===== src/rtl/ahb_manager.sv =====
// AHB-Lite manager: turns single-outstanding commands into AHB-Lite bursts.
// Optional AHB_MANAGER_ERR_CONTINUE_EN: resume a burst with NONSEQ after an ERROR.
module ahb_manager #(
  parameter int unsigned DATA_WIDTH = 32,
  parameter int unsigned ADDR_WIDTH = 32,
  parameter int unsigned LEN_WIDTH  = 8
) (
  input  logic                  HCLK,
  input  logic                  HRESETn,
  input  logic                  cmd_valid,
  output logic                  cmd_ready,
  input  logic                  cmd_write,
  input  logic [ADDR_WIDTH-1:0] cmd_addr,
  input  logic [2:0]            cmd_burst,
  input  logic [2:0]            cmd_size,
  input  logic [LEN_WIDTH-1:0]  cmd_len,
  input  logic [DATA_WIDTH-1:0] wdata,
  output logic                  wdata_ack,
  output logic [DATA_WIDTH-1:0] rdata,
  output logic                  rdata_valid,
  output logic                  done,
  output logic                  done_err,
  output logic [ADDR_WIDTH-1:0] HADDR,
  output logic [1:0]            HTRANS,
  output logic                  HWRITE,
  output logic [2:0]            HSIZE,
  output logic [2:0]            HBURST,
  output logic [DATA_WIDTH-1:0] HWDATA,
  input  logic                  HREADY,
  input  logic                  HRESP,
  input  logic [DATA_WIDTH-1:0] HRDATA
);

  localparam int unsigned MAX_SIZE = $clog2(DATA_WIDTH / 8);
  localparam int unsigned CW       = (LEN_WIDTH > 5) ? LEN_WIDTH : 5;

  localparam logic [1:0] TR_IDLE   = 2'b00;
  localparam logic [1:0] TR_NONSEQ = 2'b10;
  localparam logic [1:0] TR_SEQ    = 2'b11;
  localparam logic [2:0] BU_SINGLE = 3'b000;
  localparam logic [2:0] BU_INCR   = 3'b001;

  typedef enum logic [2:0] {S_IDLE, S_ADDR, S_LAST, S_ERR, S_DONE} state_t;

  state_t                r_state, w_state_nxt;
  logic [ADDR_WIDTH-1:0] r_haddr, r_wrap_mask;
  logic [1:0]            r_htrans;
  logic                  r_hwrite;
  logic [2:0]            r_hsize, r_hburst;
  logic [CW-1:0]         r_left;
  logic                  r_dphase, r_dwrite, r_err;
  logic [DATA_WIDTH-1:0] r_rdata;
  logic                  r_rvalid;

  logic [CW-1:0]         w_cmd_beats;
  logic                  w_cmd_illegal, w_cmd_wrap;
  logic [ADDR_WIDTH-1:0] w_cmd_mask, w_incr, w_addr_inc, w_addr_next;
  logic                  w_kb_cross, w_in_xfer, w_err1, w_dok, w_addr_acc;

  always_comb begin
    w_cmd_beats = CW'(1);
    case (cmd_burst[2:1])
      2'b00:   w_cmd_beats = cmd_burst[0] ? CW'(cmd_len) : CW'(1);
      2'b01:   w_cmd_beats = CW'(4);
      2'b10:   w_cmd_beats = CW'(8);
      default: w_cmd_beats = CW'(16);
    endcase
  end

  assign w_cmd_illegal = (32'(cmd_size) > MAX_SIZE) ||
                         ((cmd_burst == BU_INCR) && (cmd_len == '0));
  assign w_cmd_wrap    = !cmd_burst[0] && (cmd_burst != BU_SINGLE);
  assign w_cmd_mask    = w_cmd_wrap ?
                         ((ADDR_WIDTH'(w_cmd_beats) << cmd_size) - ADDR_WIDTH'(1)) : '1;

  // Wrapping bursts only advance the bits under the mask; all-ones mask means linear.
  assign w_incr      = ADDR_WIDTH'(1) << r_hsize;
  assign w_addr_inc  = r_haddr + w_incr;
  assign w_addr_next = (r_haddr & ~r_wrap_mask) | (w_addr_inc & r_wrap_mask);
  assign w_kb_cross  = (r_wrap_mask == '1) &&
                       (w_addr_next[ADDR_WIDTH-1:10] != r_haddr[ADDR_WIDTH-1:10]);

  assign w_in_xfer  = (r_state == S_ADDR) || (r_state == S_LAST);
  assign w_err1     = w_in_xfer && r_dphase && HRESP && !HREADY;
  assign w_dok      = w_in_xfer && r_dphase && HREADY && !HRESP;
  assign w_addr_acc = (r_state == S_ADDR) && HREADY;

  always_ff @(posedge HCLK or negedge HRESETn) begin
    if (!HRESETn) r_state <= S_IDLE;
    else          r_state <= w_state_nxt;
  end

  always_comb begin
    w_state_nxt = r_state;
    case (r_state)
      S_IDLE: if (cmd_valid) w_state_nxt = w_cmd_illegal ? S_LAST : S_ADDR;
      S_ADDR: begin
        if (w_err1)                            w_state_nxt = S_ERR;
        else if (w_addr_acc && r_left == '0)   w_state_nxt = S_LAST;
      end
      S_LAST: begin
        if (w_err1)                    w_state_nxt = S_ERR;
        else if (!r_dphase || w_dok)   w_state_nxt = S_DONE;
      end
      S_ERR: begin
        if (HREADY) begin
`ifdef AHB_MANAGER_ERR_CONTINUE_EN
          w_state_nxt = (r_htrans != TR_IDLE) ? S_ADDR : S_DONE;
`else
          w_state_nxt = S_DONE;
`endif
        end
      end
      S_DONE:  w_state_nxt = S_IDLE;
      default: w_state_nxt = S_IDLE;
    endcase
  end

  always_ff @(posedge HCLK or negedge HRESETn) begin
    if (!HRESETn) begin
      r_haddr     <= '0;
      r_wrap_mask <= '0;
      r_htrans    <= TR_IDLE;
      r_hwrite    <= 1'b0;
      r_hsize     <= '0;
      r_hburst    <= '0;
      r_left      <= '0;
      r_dphase    <= 1'b0;
      r_dwrite    <= 1'b0;
      r_err       <= 1'b0;
      r_rdata     <= '0;
      r_rvalid    <= 1'b0;
    end else begin
      r_rvalid <= 1'b0;
      if (w_dok && !r_dwrite) begin
        r_rvalid <= 1'b1;
        r_rdata  <= HRDATA;
      end
      case (r_state)
        S_IDLE: begin
          if (cmd_valid) begin
            r_err    <= w_cmd_illegal;
            r_dphase <= 1'b0;
            if (!w_cmd_illegal) begin
              r_haddr     <= cmd_addr;
              r_hwrite    <= cmd_write;
              r_hsize     <= cmd_size;
              r_hburst    <= cmd_burst;
              r_htrans    <= TR_NONSEQ;
              r_left      <= w_cmd_beats - CW'(1);
              r_wrap_mask <= w_cmd_mask;
            end
          end
        end
        S_ADDR: begin
          if (w_addr_acc) begin
            r_dphase <= 1'b1;
            r_dwrite <= r_hwrite;
            if (r_left == '0) begin
              r_htrans <= TR_IDLE;
            end else begin
              r_haddr <= w_addr_next;
              r_left  <= r_left - CW'(1);
              // Crossing 1 KB restarts the burst as an undefined-length INCR.
              if (w_kb_cross) begin
                r_htrans <= TR_NONSEQ;
                r_hburst <= BU_INCR;
              end else begin
                r_htrans <= TR_SEQ;
              end
            end
          end else if (w_err1) begin
            r_err <= 1'b1;
          end
        end
        S_LAST: begin
          if (w_err1)     r_err    <= 1'b1;
          else if (w_dok) r_dphase <= 1'b0;
        end
        S_ERR: begin
          if (HREADY) begin
            r_dphase <= 1'b0;
`ifdef AHB_MANAGER_ERR_CONTINUE_EN
            if (r_htrans != TR_IDLE) begin
              r_htrans <= TR_NONSEQ;
              if (r_wrap_mask == '1) r_hburst <= BU_INCR;
            end
`endif
          end
        end
        default: ;
      endcase
    end
  end

  // The first ERROR cycle cancels any pending address phase combinationally.
  assign HTRANS      = ((r_state == S_ADDR) && !w_err1) ? r_htrans : TR_IDLE;
  assign HADDR       = r_haddr;
  assign HWRITE      = r_hwrite;
  assign HSIZE       = r_hsize;
  assign HBURST      = r_hburst;
  assign HWDATA      = (r_dphase && r_dwrite) ? wdata : '0;
  assign wdata_ack   = w_dok && r_dwrite;
  assign rdata       = r_rdata;
  assign rdata_valid = r_rvalid;
  assign cmd_ready   = (r_state == S_IDLE);
  assign done        = (r_state == S_DONE);
  assign done_err    = (r_state == S_DONE) && r_err;

endmodule


===== config.mk =====
export PLATFORM = sky130hd
export DESIGN_NAME = ahb_manager
export DESIGN_NICKNAME = d
export VERILOG_FILES = /design/src/rtl/ahb_manager.sv
export SDC_FILE = /design/constraint.sdc
export NUM_CORES = 1
export LEC_CHECK = 0
export ABC_AREA = 1
export CORE_MARGIN = 3
export CORE_UTILIZATION = 33
export DETAILED_ROUTE_END_ITERATION = 10
export GPL_TIMING_DRIVEN = 0
export SLEW_MARGIN = 20
export SYNTH_ARGS = -nofsm -noshare
export SYNTH_HDL_FRONTEND = slang
export SYNTH_SLANG_ARGS = --single-unit

===== constraint.sdc =====
create_clock -name HCLK -period 2.6 [get_ports HCLK]
set_input_delay 0.26 -clock HCLK [delete_from_list [all_inputs] [get_ports HCLK]]
set_output_delay 0.26 -clock HCLK [all_outputs]
set_load 0.03 [all_outputs]

==> results of run 1 <==
## sequential cells by signal, indices dropped and copies added, names as in the netlist, 2 cells and up, named ones only
signal / count
r_state: 3
r_left: 8
HBURST: 3
r_htrans: 2
r_wrap_mask: 29
HSIZE: 3
rdata: 32
HADDR: 22
## timing repair
item | 4_1_cts | 5_1_grt
endpoints found under the setup margin | 10 | 16
buffers inserted | 17 | 14
hold endpoints to repair | 44 | 0
pin swaps | 21 | 35
hold buffers | 1 | 0
resized for setup | 68 | 75
cloned | 0 | 0
## metrics by stage
| step | worst slack, ns | total power [W] | cell area (sq um) | hold WS [ns] |
|---|---|---|---|---|
| after global placement | -3.66 | 0.00994 | 9860 | 0.453 |
| final | -0.132 | 0.0132 | 11300 | 0.336 |
| after global routing | -0.313 | 0.0141 | 11300 | 0.373 |
| after CTS | -0.124 | 0.0129 | 10900 | 0.335 |
| after floorplan | 0.0803 | 0.00741 | 7270 | -0.0356 |
| after detailed placement | -0.504 | 0.0100 | 9880 | 0.223 |
## routing by layer
layer / global-route usage (%) / wire length, um / vias up
met5: 0 / 0 / -
met4: 4.84 / 301 / 0
met3: 4.25 / 1510 / 26
met2: 35.1 / 12700 / 202
met1: 30.0 / 11800 / 3632
li1: - / - / 3794
## area by class of cell
class / instances / area [sq um] / share of cell area, %
buffer: 35 / 186 / 1.65
timing repair buffer: 257 / 2530 / 22.4
clock inverter: 10 / 153 / 1.35
inverter: 156 / 596 / 5.28
tap: 275 / 344 / 3.05
sequential: 117 / 2930 / 26.0
multi-input combinational: 697 / 4090 / 36.2
clock buffer: 22 / 464 / 4.11
## worst max-delay path: cells and delay by family, from the launching register on
kind	cells	cell delay [ns]
AND/OR/NAND/NOR	13	1.36
flip-flops	1	0.48
AO/OA/AOI/OAI	2	0.38
adder cells (fa/ha/maj)	1	0.25
buffers and inverters	2	0.18
## worst max-delay path by stage
stage	end	slack [ns]	cells past startpoint
after floorplan	HBURST[0]$_DFFE_PN0P_	0.08	17
after global placement	HADDR[10]$_DFFE_PN0P_	-3.66	1
after detailed placement	HBURST[1]$_DFFE_PN0P_	-0.50	17
after CTS	HBURST[0]$_DFFE_PN0P_	-0.12	18
after global routing	HBURST[2]$_DFFE_PN0P_	-0.31	18
final	HBURST[2]$_DFFE_PN0P_	-0.13	18
## logic make-up after synthesis
family	after synthesis	synth area share, %
flops	117	40.3
fa+ha+maj	12	2.17
mux	35	5.37
buf+inv	191	10.6
xor+xnor	8	0.964
simple gates	461	26.4
compound gates	181	14.1
## power breakdown
part	switching (W)	internal [W]	leakage (nW)	total, W
registers	0.000739	0.00266	1.40	0.00340
clock network	0.000878	0.00165	0.304	0.00252
logic	0.00446	0.00280	3.71	0.00726
total	0.00607	0.00711	5.42	0.0132
## cells in the final DEF (no fill, tap or decap), types with 7 or more instances in the layout
| cell type | n |
|---|---|
| clkdlybuf4s50_1 | 220 |
| nand2_1 | 202 |
| inv_1 | 147 |
| dfrtp_1 | 114 |
| nor2_1 | 107 |
| o21ai_0 | 87 |
| nand3_1 | 36 |
| buf_4 | 33 |
| nand2_2 | 29 |
| a21oi_1 | 28 |
| mux2_2 | 27 |
| nand2_4 | 17 |
| o22ai_1 | 17 |
| clkbuf_16 | 17 |
| buf_2 | 16 |
| nor3_1 | 15 |
| clkbuf_1 | 12 |
| nand4_1 | 12 |
| o21ai_1 | 11 |
| nor4_1 | 7 |
| nand3_2 | 7 |
| xor2_1 | 7 |
| ha_4 | 7 |
==> results.md, run 1 <==
* CTS tree: built
* Largest net degree at the start of global routing at between 70 and 80
* Post-route clock period utilization at 105%
* Top cell type's share of synthesized area at 40.3%
* Area growth, synth to finish at 55.3%
* CP required at 2.96 ns
* Pre-Repair DR Iteration Count at 5
* Chip height at 154 um
* Setup CP Type: flop to flop
* Detailed Route Iter0 Violations at 639
* Worst setup SP type: flop
* Max Clk Rate at 366 MHz
* PwrDens at around 1200 nW/um^2
* Top cells by count, synth: nand2_1, inv_1, dfrtp_1
* Top FF cell, synth: dfrtp_1
* EDFF count, synth at 0
* Vias at between 7k and 8k
* Crit. End Element: flop
* Crit Path Max Fanout at 6
* CP most frequent cell: nand2_2
* CTS clock-pin slew for the worst setup and hold paths at 0.06 ns
* Synthesized flop and latch total at between 100 and 150
* Top Ports at 226
* Die area at 23800 sq um
* Relative slew slack at 45.6%
* Unrepaired setup endpoints after global routing: true
* Leakage at 5.42 nW
* H-tree depth at 4
* Clk_lat worst skew at 0.42 ns
* Hold Fails Final Rpt at 0
* Root Buffer: clkbuf_16
* Overall routed net length at 26300 um
* Final worst slack at -0.132 ns
* Max-Cap Viols at 0
* Vias in the first global route at 7341
* Synth async-reset ratio at 100%
* Cell row count at 53
* DRC Markers at 0
* Failing checks: negative setup slack
* Count leader, synth: nand2_1
* Share of cells above drive strength 1 at approximately 18%
* R2R depth at 18
* Largest cells by area after synthesis: dfrtp_1, nand2_1, inv_1
* Post-Syn Area at about 7300 sq um
* Avg Inst Size Synth at 7.23 sq um
* Via density at 4.88
* WP data arrival at roughly 3.1 ns
* Horiz. Die Dim at 154 um
* Reg2Reg Setup Slack at -0.13 ns
* Dpl cells at 1505
* Critical path's largest stage delay at about 0.48 ns
* Ant. Diodes at 0
* Sink Count at 117
* Critical Path Slowest Stage Cell: dfrtp_2
* Antenna viol nets, final at 0
* Fin cells at 1569
* Clock buffer depth at 2
* Worst setup path start: HSIZE[2]$_DFFE_PN0P_
* Grt ovf at 0
* Synthesis Warnings at 0
* Status: finished with violations
* Final Setup Violations at 4
* Antenna violations before repair at 0
* Syn_nets at 1133
* Cells after Synth at ~1k
* Hpwl dp at 19800 um
* Core area at between 20000 and 25000 sq um
* Global-route wire length before repair at around 41000 um
* Final Util at 52.9%
* Initial core utilization at 34.0%
* Nets at between 1k and 1.5k
* Reg-to-Reg Start: HSIZE[2]$_DFFE_PN0P_
* Port Buffers at 224
* Measured slew at the worst slew-check pin at ~0.82 ns
* Post-synthesis sequential area ratio at 40.3%
* Final setup skew at slightly above 0.007 ns
* Reg2reg end: HBURST[2]$_DFFE_PN0P_
* Routed len/inst at 16.8 um
* Fin. max-slew vios at 0
* Biggest area consumer among synthesized cells: dfrtp_1
* Yosys cell types at 49
* GRT Total Usage at 21.6%
* Worst path cell trace: clkinv_4 > nor3_4 > ha_4 > nand2_2 > nand2_2 > a21oi_4 > inv_2 > nand2_2 > nand2_4 > nand2_4 > nand2_2 > nor2_2 > nand3_1 > o21bai_1 > nand2_1 > nand2_2 > nand2_1 > nand2_1
* Fillers at 2037
* Max rail drop VDD at 623 uV
* Clock buffer count from CTS at 17
* Hold Path Class: input port to asynchronous set/reset pin
* Setup_tns at -0.475 ns
* RePlAce Congestion at about 0.95
* Final Critical Period at approximately 2.7 ns
Power figures use the tool's default switching activity.
==> run 2, diff against run 1 <==
--- a/config.mk
+++ b/config.mk
@@ -6,7 +6,6 @@
 export NUM_CORES = 1
 export LEC_CHECK = 0
 export ABC_AREA = 1
-export CORE_MARGIN = 3
 export CORE_UTILIZATION = 33
 export DETAILED_ROUTE_END_ITERATION = 10
 export GPL_TIMING_DRIVEN = 0
==> run 2 against run 1 <==
Against the previous run:
- the run still ends with negative setup slack left
- register-to-register slack improved by 0.09 ns
- cell count about the same
- first-iteration DRC count is 7.2% lower
- highest routed layer unchanged
- utilization decreased by 0.053 points
- clock skew up 0.0024 ns
- fmax increased by 3.3%
- setup slack better by 0.087 ns
- non-clock buffer count is 1 lower
==> results.md, run 2 (same netlist as run 1, synthesis figures left out) <==
* GRT Total Usage at 22.9% (+1.3 points)
* Hold Slack at 0.354 ns (+0.0179 ns)
* Overall routed net length at 26000 um (-1.2%)
* Initial core utilization at 34.2% (+0.11 points)
* Worst setup path start: HSIZE[2]$_DFFE_PN0P_
* Nets at 1408 (-0.071%)
* Max-Cap Viols at 0 (unchanged)
* RePlAce Congestion at 0.919 (-3.5%)
* Highest-count cells in the layout ignoring fill and taps: clkdlybuf4s50_1, nand2_1, inv_1
* Chip height at 150 um (-2.6%)
* Crit Path Max Fanout at 6 (unchanged)
* Grt ovf at 0 (unchanged)
* Die area at 22600 sq um (-5.1%)
* Top Ports at 226 (unchanged)
* Global-route wire length before repair at 39900 um (-3.0%)
* Dpl cells at 1505 (unchanged)
* Hold Path Class: input port to asynchronous set/reset pin
* CTS tree: built
* Clock buffer depth at 2 (unchanged)
* Measured slew at the worst slew-check pin at 0.853 ns (+0.0366 ns)
* Final worst slack at -0.0451 ns (+0.0873 ns)
* Core area at 21300 sq um (-0.31%)
* Reg2reg end: HBURST[0]$_DFFE_PN0P_
* Unrepaired setup endpoints after global routing: true
* Final Setup Violations at 3 (-1)
* R2R depth at 16 (-2)
* Vias in the first global route at 7405 (+0.87%)
* Clk_lat worst skew at 0.42 ns (about the same)
* Setup CP Type: flop to flop
* Commonest non-fill, non-tap cell in the layout: clkdlybuf4s50_1
* Sink Count at 117 (unchanged)
* Vias at 7742 (+1.1%)
* Max rail drop VDD at 521 uV (-16%)
* Post-route cell area at 11200 sq um (-0.41%)
* WP data arrival at 2.95 ns (-0.14 ns)
* Final setup skew at 0.00953 ns (+0.00238 ns)
* Horiz. Die Dim at 150 um (-2.6%)
* Ant. Diodes at 0 (unchanged)
* Setup_tns at -0.120 ns (+0.355 ns)
* Clock buffer count from CTS at 17 (unchanged)
* Antenna viol nets, final at 0 (unchanged)
* Antenna violations before repair at 0 (unchanged)
* Cell Area, Placed at 9880 sq um (unchanged)
* Fillers at 1976 (-3.0%)
* CTS clock-pin slew for the worst setup and hold paths at 0.06 ns (about the same)
* Root Buffer: clkbuf_16
* Max reg flops at 32 (unchanged)
* Crit path capture: HBURST[0]$_DFFE_PN0P_
* H-tree depth at 4 (unchanged)
* Reg2Reg Setup Slack at -0.05 ns (+0.09 ns)
* Pre-Repair DR Iteration Count at 5 (unchanged)
* Worst setup SP type: flop
* Via density at 4.94 (+1.2%)
* Cell row count at 53 (unchanged)
* Port Buffers at 224 (unchanged)
* Failing checks: negative setup slack
* PwrDens at 1170 nW/um^2 (+0.43%)
* Relative slew slack at 43.1% (-2.4 points)
* Hpwl dp at 18900 um (-4.3%)
* Hold Fails Final Rpt at 0 (unchanged)
* Post-route clock period utilization at 102% (-3.4 points)
* Final Critical Period at 2.65 ns (-0.0873 ns)
* CP required at 2.91 ns (-0.05 ns)
* Share of cells above drive strength 1 at 17.8% (-0.14 points)
* Routed len/inst at 16.6 um (-1.1%)
* Crit. End Element: flop
* Area growth, synth to finish at 54.7%
* Max Clk Rate at 378 MHz (+3.3%)
* Largest net degree at the start of global routing at 70 (-5.4%)
* Leakage at 5.35 nW (-1.2%)
* Detailed Route Iter0 Violations at 593 (-7.2%)
* Status: finished with violations
* DRC Markers at 0 (unchanged)
* Reg-to-Reg Start: HSIZE[2]$_DFFE_PN0P_
* Fin cells at 1568 (-0.064%)
* Fin. max-slew vios at 0 (unchanged)
==> run 2: cell type report <==
type	count	area, sq um	area share [%]
Buffer	35	185	1.65
Clock buffer	21	460	4.10
Clock inverter	11	150	1.34
Inverter	156	603	5.36
Multi-Input combinational cell	697	4050	36.0
Sequential cell	117	2930	26.1
Tap cell	275	344	3.06
Timing Repair Buffer	256	2520	22.4
==> run 2: worst min path at each step <==
stage                                from                    endpoint  cells after the start
CTS                           cmd_size[1]        HSIZE[1]$_DFFE_PN0P_                      3
finish                            HRESETn  asynchronous set/reset pin                      2
detailed placement                HRESETn  asynchronous set/reset pin                      1
floorplan                         HRESETn       HADDR[10]$_DFFE_PN0P_                      0
global route                    cmd_write          HWRITE$_DFFE_PN0P_                      3
global placement    HBURST[0]$_DFFE_PN0P_       HBURST[0]$_DFFE_PN0P_                      2
==> run 2: worst max-delay path: stages (launching register included) <==
cell	delay (ns)
dfrtp_2	0.48
buf_4	0.17
nor3_2	0.10
ha_1	0.30
buf_4	0.16
nand3_1	0.08
nand3_2	0.12
nand3_2	0.11
nand3_4	0.16
nand2_4	0.13
nor2_2	0.06
nor2_1	0.10
nand2_1	0.06
o21bai_1	0.17
nand2_2	0.13
nand3_1	0.13
nand2_1	0.06
==> run 2: metrics by stage <==
stage	total power, W	util (%)	setup slack, ns
floorplan	0.00741	-	0.0803
global placement	0.00993	46.3	-3.62
detailed placement	0.00999	46.4	-0.432
CTS	0.0127	50.5	-0.00417
global route	0.0141	52.8	-0.220
finish	0.0132	52.8	-0.0451
==> run 2: what timing repair did <==
item | in CTS | in global routing
endpoints found under the setup margin | 10 | 10
hold buffers | 1 | 0
pin swaps | 14 | 35
setup buffers | 14 | 16
endpoints found under the hold margin | 48 | 0
resized for setup | 50 | 89
==> run 2: power breakdown <==
group / switching, W / leakage [nW] / internal [W]
combinational: 0.00447 / 3.66 / 0.00285
clock: 0.000885 / 0.294 / 0.00156
sequential: 0.000758 / 1.40 / 0.00266
==> run 2: per-layer routing <==
layer  up-vias  GRT usage, %  share of wire, %
met5         -             0                 0
met4         0          6.92               2.0
met3        49          4.06               6.1
met2       286          36.4                46
met1      3615          31.6                46
li1       3792             -                 -
==> run 3, diff against run 2 <==
--- a/config.mk
+++ b/config.mk
@@ -7,6 +7,7 @@
 export LEC_CHECK = 0
 export ABC_AREA = 1
 export CORE_UTILIZATION = 33
+export CTS_CLUSTER_DIAMETER = 60
 export DETAILED_ROUTE_END_ITERATION = 10
 export GPL_TIMING_DRIVEN = 0
 export SLEW_MARGIN = 20
==> results of run 3 <==
Same layout as run 2: the final DEF is identical, and so are final timing and power.
